[src/rtl/module_countdown_timer.sv]
// ============================================================================
// Module      : module_countdown_timer
// Description : Loadable, pausable down-counter with prescaled tick and done pulse.
// Revision    : 1.0 - initial release
// ============================================================================
`default_nettype none

module module_countdown_timer #(
  parameter int PRESCALE = 10,
  parameter int WIDTH    = 6
) (
  input  logic             clk,
  input  logic             rst,
  input  logic             load_i,
  input  logic [WIDTH-1:0] load_val_i,
  input  logic             start_i,
  input  logic             pause_i,
  output logic [WIDTH-1:0] count_o,
  output logic             busy_o,
  output logic             done_o,
  output logic             zero_o
);

  // A prescaler of one cycle still needs a 1-bit register to stay legal.
  localparam int             PW         = (PRESCALE > 1) ? $clog2(PRESCALE) : 1;
  localparam logic [PW-1:0]  PRESC_LAST = PW'(PRESCALE - 1);

  typedef enum logic [1:0] {
    ST_IDLE  = 2'd0,
    ST_RUN   = 2'd1,
    ST_PAUSE = 2'd2
  } state_t;

  state_t           state, state_n;
  logic [PW-1:0]    presc, presc_n;
  logic [WIDTH-1:0] count_n;
  logic             done_n;
  logic             busy_n;

  always_ff @(posedge clk) begin
    if (!rst) begin
      state   <= ST_IDLE;
      presc   <= '0;
      count_o <= '0;
      busy_o  <= 1'b0;
      done_o  <= 1'b0;
    end else begin
      state   <= state_n;
      presc   <= presc_n;
      count_o <= count_n;
      busy_o  <= busy_n;
      done_o  <= done_n;
    end
  end

  always_comb begin
    state_n = state;
    presc_n = presc;
    count_n = count_o;
    done_n  = 1'b0;
    if (load_i) begin
      state_n = ST_IDLE;
      presc_n = '0;
      count_n = load_val_i;
    end else begin
      case (state)
        ST_IDLE: begin
          if (start_i && (count_o != '0)) begin
            state_n = ST_RUN;
            presc_n = '0;
          end
        end
        ST_RUN: begin
          if (pause_i) begin
            state_n = ST_PAUSE;
          end else if (presc == PRESC_LAST) begin
            presc_n = '0;
            if (count_o != '0) begin
              count_n = count_o - WIDTH'(1);
            end
            // Reaching zero ends the run on the same edge as the pulse.
            if (count_o == WIDTH'(1)) begin
              done_n  = 1'b1;
              state_n = ST_IDLE;
            end
          end else begin
            presc_n = presc + PW'(1);
          end
        end
        ST_PAUSE: begin
          if (start_i) begin
            state_n = ST_RUN;
          end
        end
        default: begin
          state_n = ST_IDLE;
        end
      endcase
    end
    busy_n = (state_n != ST_IDLE);
  end

  assign zero_o = (count_o == '0);

endmodule

`default_nettype wire

[config.mk]
export PLATFORM = sky130hd
export DESIGN_NAME = module_countdown_timer
export DESIGN_NICKNAME = d
export VERILOG_FILES = /design/src/rtl/module_countdown_timer.sv
export SDC_FILE = /design/constraint.sdc
export NUM_CORES = 1
export LEC_CHECK = 0
export BUFFER_PORTS_ARGS = -buffer_cell sky130_fd_sc_hd__buf_4
export CORE_MARGIN = 2
export CORE_UTILIZATION = 55
export CTS_CLUSTER_DIAMETER = 60
export DETAILED_ROUTE_END_ITERATION = 12
export GPL_ROUTABILITY_DRIVEN = 0
export PLACE_DENSITY = 0.82
export SLEW_MARGIN = 20
export SYNTH_ARGS = -nofsm -noshare
export SYNTH_HDL_FRONTEND = slang
export SYNTH_SLANG_ARGS = --single-unit
[constraint.sdc]
create_clock -name clk -period 6.2 [get_ports clk]
set_input_delay 1.24 -clock clk [delete_from_list [all_inputs] [get_ports clk]]
set_output_delay 1.24 -clock clk [all_outputs]
set_load 0.1 [all_outputs]
==> flow_summary.json <==
{
  "holdCritStartpoint": "count_o[1]",
  "start_util_pct": 61.3,
  "critical_path_arrival_ps": 1770,
  "syn_area_um2": 827,
  "slew_viol_final": 0,
  "grt_overflow": 0,
  "cp_top_family": "simple AND/OR/NAND/NOR gates",
  "endpoint_kind": "output pin",
  "num-fill-cells": 119,
  "first_iter_violations": 26,
  "wl_per_cell_um": 14.0,
  "numCtsBuffers": 3,
  "synth_fp_nets": 112,
  "grtUsageTotal_pct": 21.0,
  "die_x_um": 42.8,
  "synthSimpleGateAreaFrac_pct": 33.6,
  "vias": 820,
  "clkLatencyLatePin_ps": 280,
  "yosysWarnings": 0,
  "wl_um": 1820,
  "synth_compound_area_share_pct": 18.3,
  "regToRegEndpoint": "presc[3]",
  "synth_edf_count": 0,
  "finalSetupViolations": 0,
  "synth_area_leaders": "dfxtp_1 (34%), ha_1 (7.6%), o21ai_0 (4.2%)",
  "hold_depth": 2,
  "cts_max_level": 1,
  "synth-seq-cells": 14,
  "synth_top_cell_by_area": "dfxtp_1",
  "post_cts_buffers": 0,
  "ctsResizeCount": 0,
  "rsz0062_at_grt": "false",
  "tns_ps": 0,
  "drc_errors": 0,
  "path_cells": "nor4_2 -> and2_1 -> buf_4",
  "synth_xor_area_share_pct": 2.12,
  "grt_max_degree": 11,
  "cp_slowest_cell": "nor4_2",
  "p_leak_nw": 0.397,
  "power_density_nw_per_um2": 215,
  "slew_headroom_pct": 55.2,
  "critical_path_class": "reg -> out",
  "ir_drop_mv": 0.126,
  "ctsHoldBuffers": 0,
  "reg2reg_from": "count_o[0]",
  "fin_crit_sh_pct": 48.6,
  "synth_mux_area_share_pct": 1.21,
  "critPathRequiredTime_ps": 4960,
  "drtPass1Iterations": 4,
  "clk_pin_slew_ps": 80,
  "syn_inst": 96,
  "die_area_um2": 1830,
  "finish.instance_area_um2": 998,
  "dp_hpwl_um": 1400,
  "ant_nets": 0,
  "core_area_um2": 1350,
  "rows": 13,
  "holdPathEnd": "count_o[1]",
  "rrSetupSlack_ps": 3990,
  "yosys.area.top_type_share_pct": 33.9,
  "period_needed_ps": 3010,
  "synthAdderAreaFrac_pct": 7.56,
  "hold_violations": 0,
  "drive_gt1_share_pct": 23.5,
  "clock-root-buffer": "clkbuf_4",
  "antenna_found_initial": 0,
  "avgSynthCellArea_um2": 8.62,
  "worst_path_largest_cell_delay_ps": 570,
  "ios": 20,
  "max_cap_violations": 0,
  "synth-async-reset-ratio_pct": 0,
  "grt_pass1_wl_um": 2970,
  "fmax_mhz": 332,
  "tightest_slew_ps": 668,
  "via_per_inst": 6.31,
  "syn_to_final_growth_pct": 20.7,
  "cts_tree": "built",
  "die_h_um": 42.8,
  "reg2regPathDepth": 6,
  "outcome": "finished, final reports clean",
  "hold_class": "reg -> reg",
  "cp_num_buf_inv": 1,
  "synth_top_family_by_area": "simple AND/OR/NAND/NOR gates",
  "critPathMaxFanout": 9,
  "cp-start-kind": "flip-flop",
  "portBuffers": 19,
  "ys.flop_type": "dfxtp_1",
  "crit_start": "count_o[2]",
  "grt_pass1_vias": 660,
  "skew_ps": 4.62,
  "yosysSeqAreaShare_pct": 33.9,
  "dpl_cell_area_um2": 976,
  "cts_buffer_depth": 2,
  "nNetsFinal": 133,
  "diodes": 0,
  "cts.sinks": 14,
  "netlist-cell-type-count": 41
}
==> report_power, final <==
group          leakage [nW]  switching [mW]  internal [mW]  total (mW)
combinational         0.269          0.0453         0.0196      0.0649
clock                0.0138          0.0289         0.0226      0.0515
sequential            0.114         0.00515         0.0934      0.0986
==> per-layer routing <==
| layer | vias up | GRT usage [%] | wire, um |
|---|---|---|---|
| li1 | 404 | - | - |
| met4 | 0 | 6.88 | 34 |
| met5 | - | 0 | 0 |
| met2 | 33 | 32.1 | 860 |
| met1 | 378 | 30.2 | 804 |
| met3 | 5 | 2.55 | 122 |
==> through the flow <==
| stage | setup slack, ps | power [mW] | hold slack, ps | cells | util [%] |
|---|---|---|---|---|---|
| 5_1_grt | 3080 | 0.225 | 577 | 130 | 74.0 |
| 4_1_cts | 3190 | 0.215 | 538 | 130 | 74.0 |
| 3_3_place_gp | 3340 | 0.165 | 534 | 127 | 72.3 |
| 2_1_floorplan | 2830 | 0.149 | 502 | 96 | - |
| 3_5_place_dp | 3290 | 0.165 | 530 | 127 | 72.3 |
| 6_report | 3190 | 0.215 | 538 | 130 | 74.0 |
==> synthesized netlist by cell type, drive strengths merged (2+ instances only) <==
library cell and number:
o21ai 7, a211oi 2, dfxtp 14, nor3 4
inv 3, nand3 5, nand2 3, clkbuf 2
xnor2 2, or4b 2, o211ai 2, and3 2
nor2b 2, a21oi 5, ha 5, nand3b 2
a32o 2, nor3b 3, or3b 3, nor2 7
==> worst min-delay path: cells and delay by family (launching register included) <==
| kind | cells | cell delay, ps |
|---|---|---|
| DFF | 1 | 350 |
| and+or+nand+nor | 2 | 140 |
==> how the worst max path moves through the flow <==
stage | slack (ps) | endpoint | cells past startpoint
finish | 3190 | zero_o | 3
global route | 3080 | zero_o | 3
CTS | 3190 | zero_o | 3
detailed placement | 3290 | count_o[3] | 5
global placement | 3340 | count_o[3] | 5
floorplan | 2830 | zero_o | 2
==> logic make-up (layout without fill, tap and decap cells) <==
family | after synthesis | in the layout
AND/OR/NAND/NOR | 44 | 44
AO/OA/AOI/OAI | 23 | 23
flip-flops | 14 | 14
buffers and inverters | 7 | 26
adder cells (fa/ha/maj) | 5 | 5
XOR/XNOR | 2 | 2
multiplexers | 1 | 1
==> registers in the layout, summed over array words and instances (netlist names) <==
signal	flops
state	2
done_o	1
busy_o	1
count_o	6
presc	4
==> placed cells by master, fill, tap and decap left out, types with 2 or more instances in the layout <==
cell      count
dfxtp_1      14
nor2_1        7
buf_4        19
nand3b_1      2
nor3_1        4
inv_1         3
and3_1        2
a21oi_1       5
nor3b_1       3
nand3_1       5
o211ai_1      2
o21ai_0       7
clkbuf_4      3
a211oi_1      2
nor2b_1       2
or3b_2        2
xnor2_1       2
ha_1          5
nand2_1       3
a32o_1        2
==> cell type report <==
class                   count  area [um^2]  area share [%]
inverters                   4         15.0            1.50
repair buffers             19          143            14.3
flip-flops and latches     14          280            28.1
clock buffers               3         22.5            2.26
multi-input cells          75          519            52.0
well taps                  15         18.8            1.88
No activity file was read; power rests on OpenSTA's default activity.
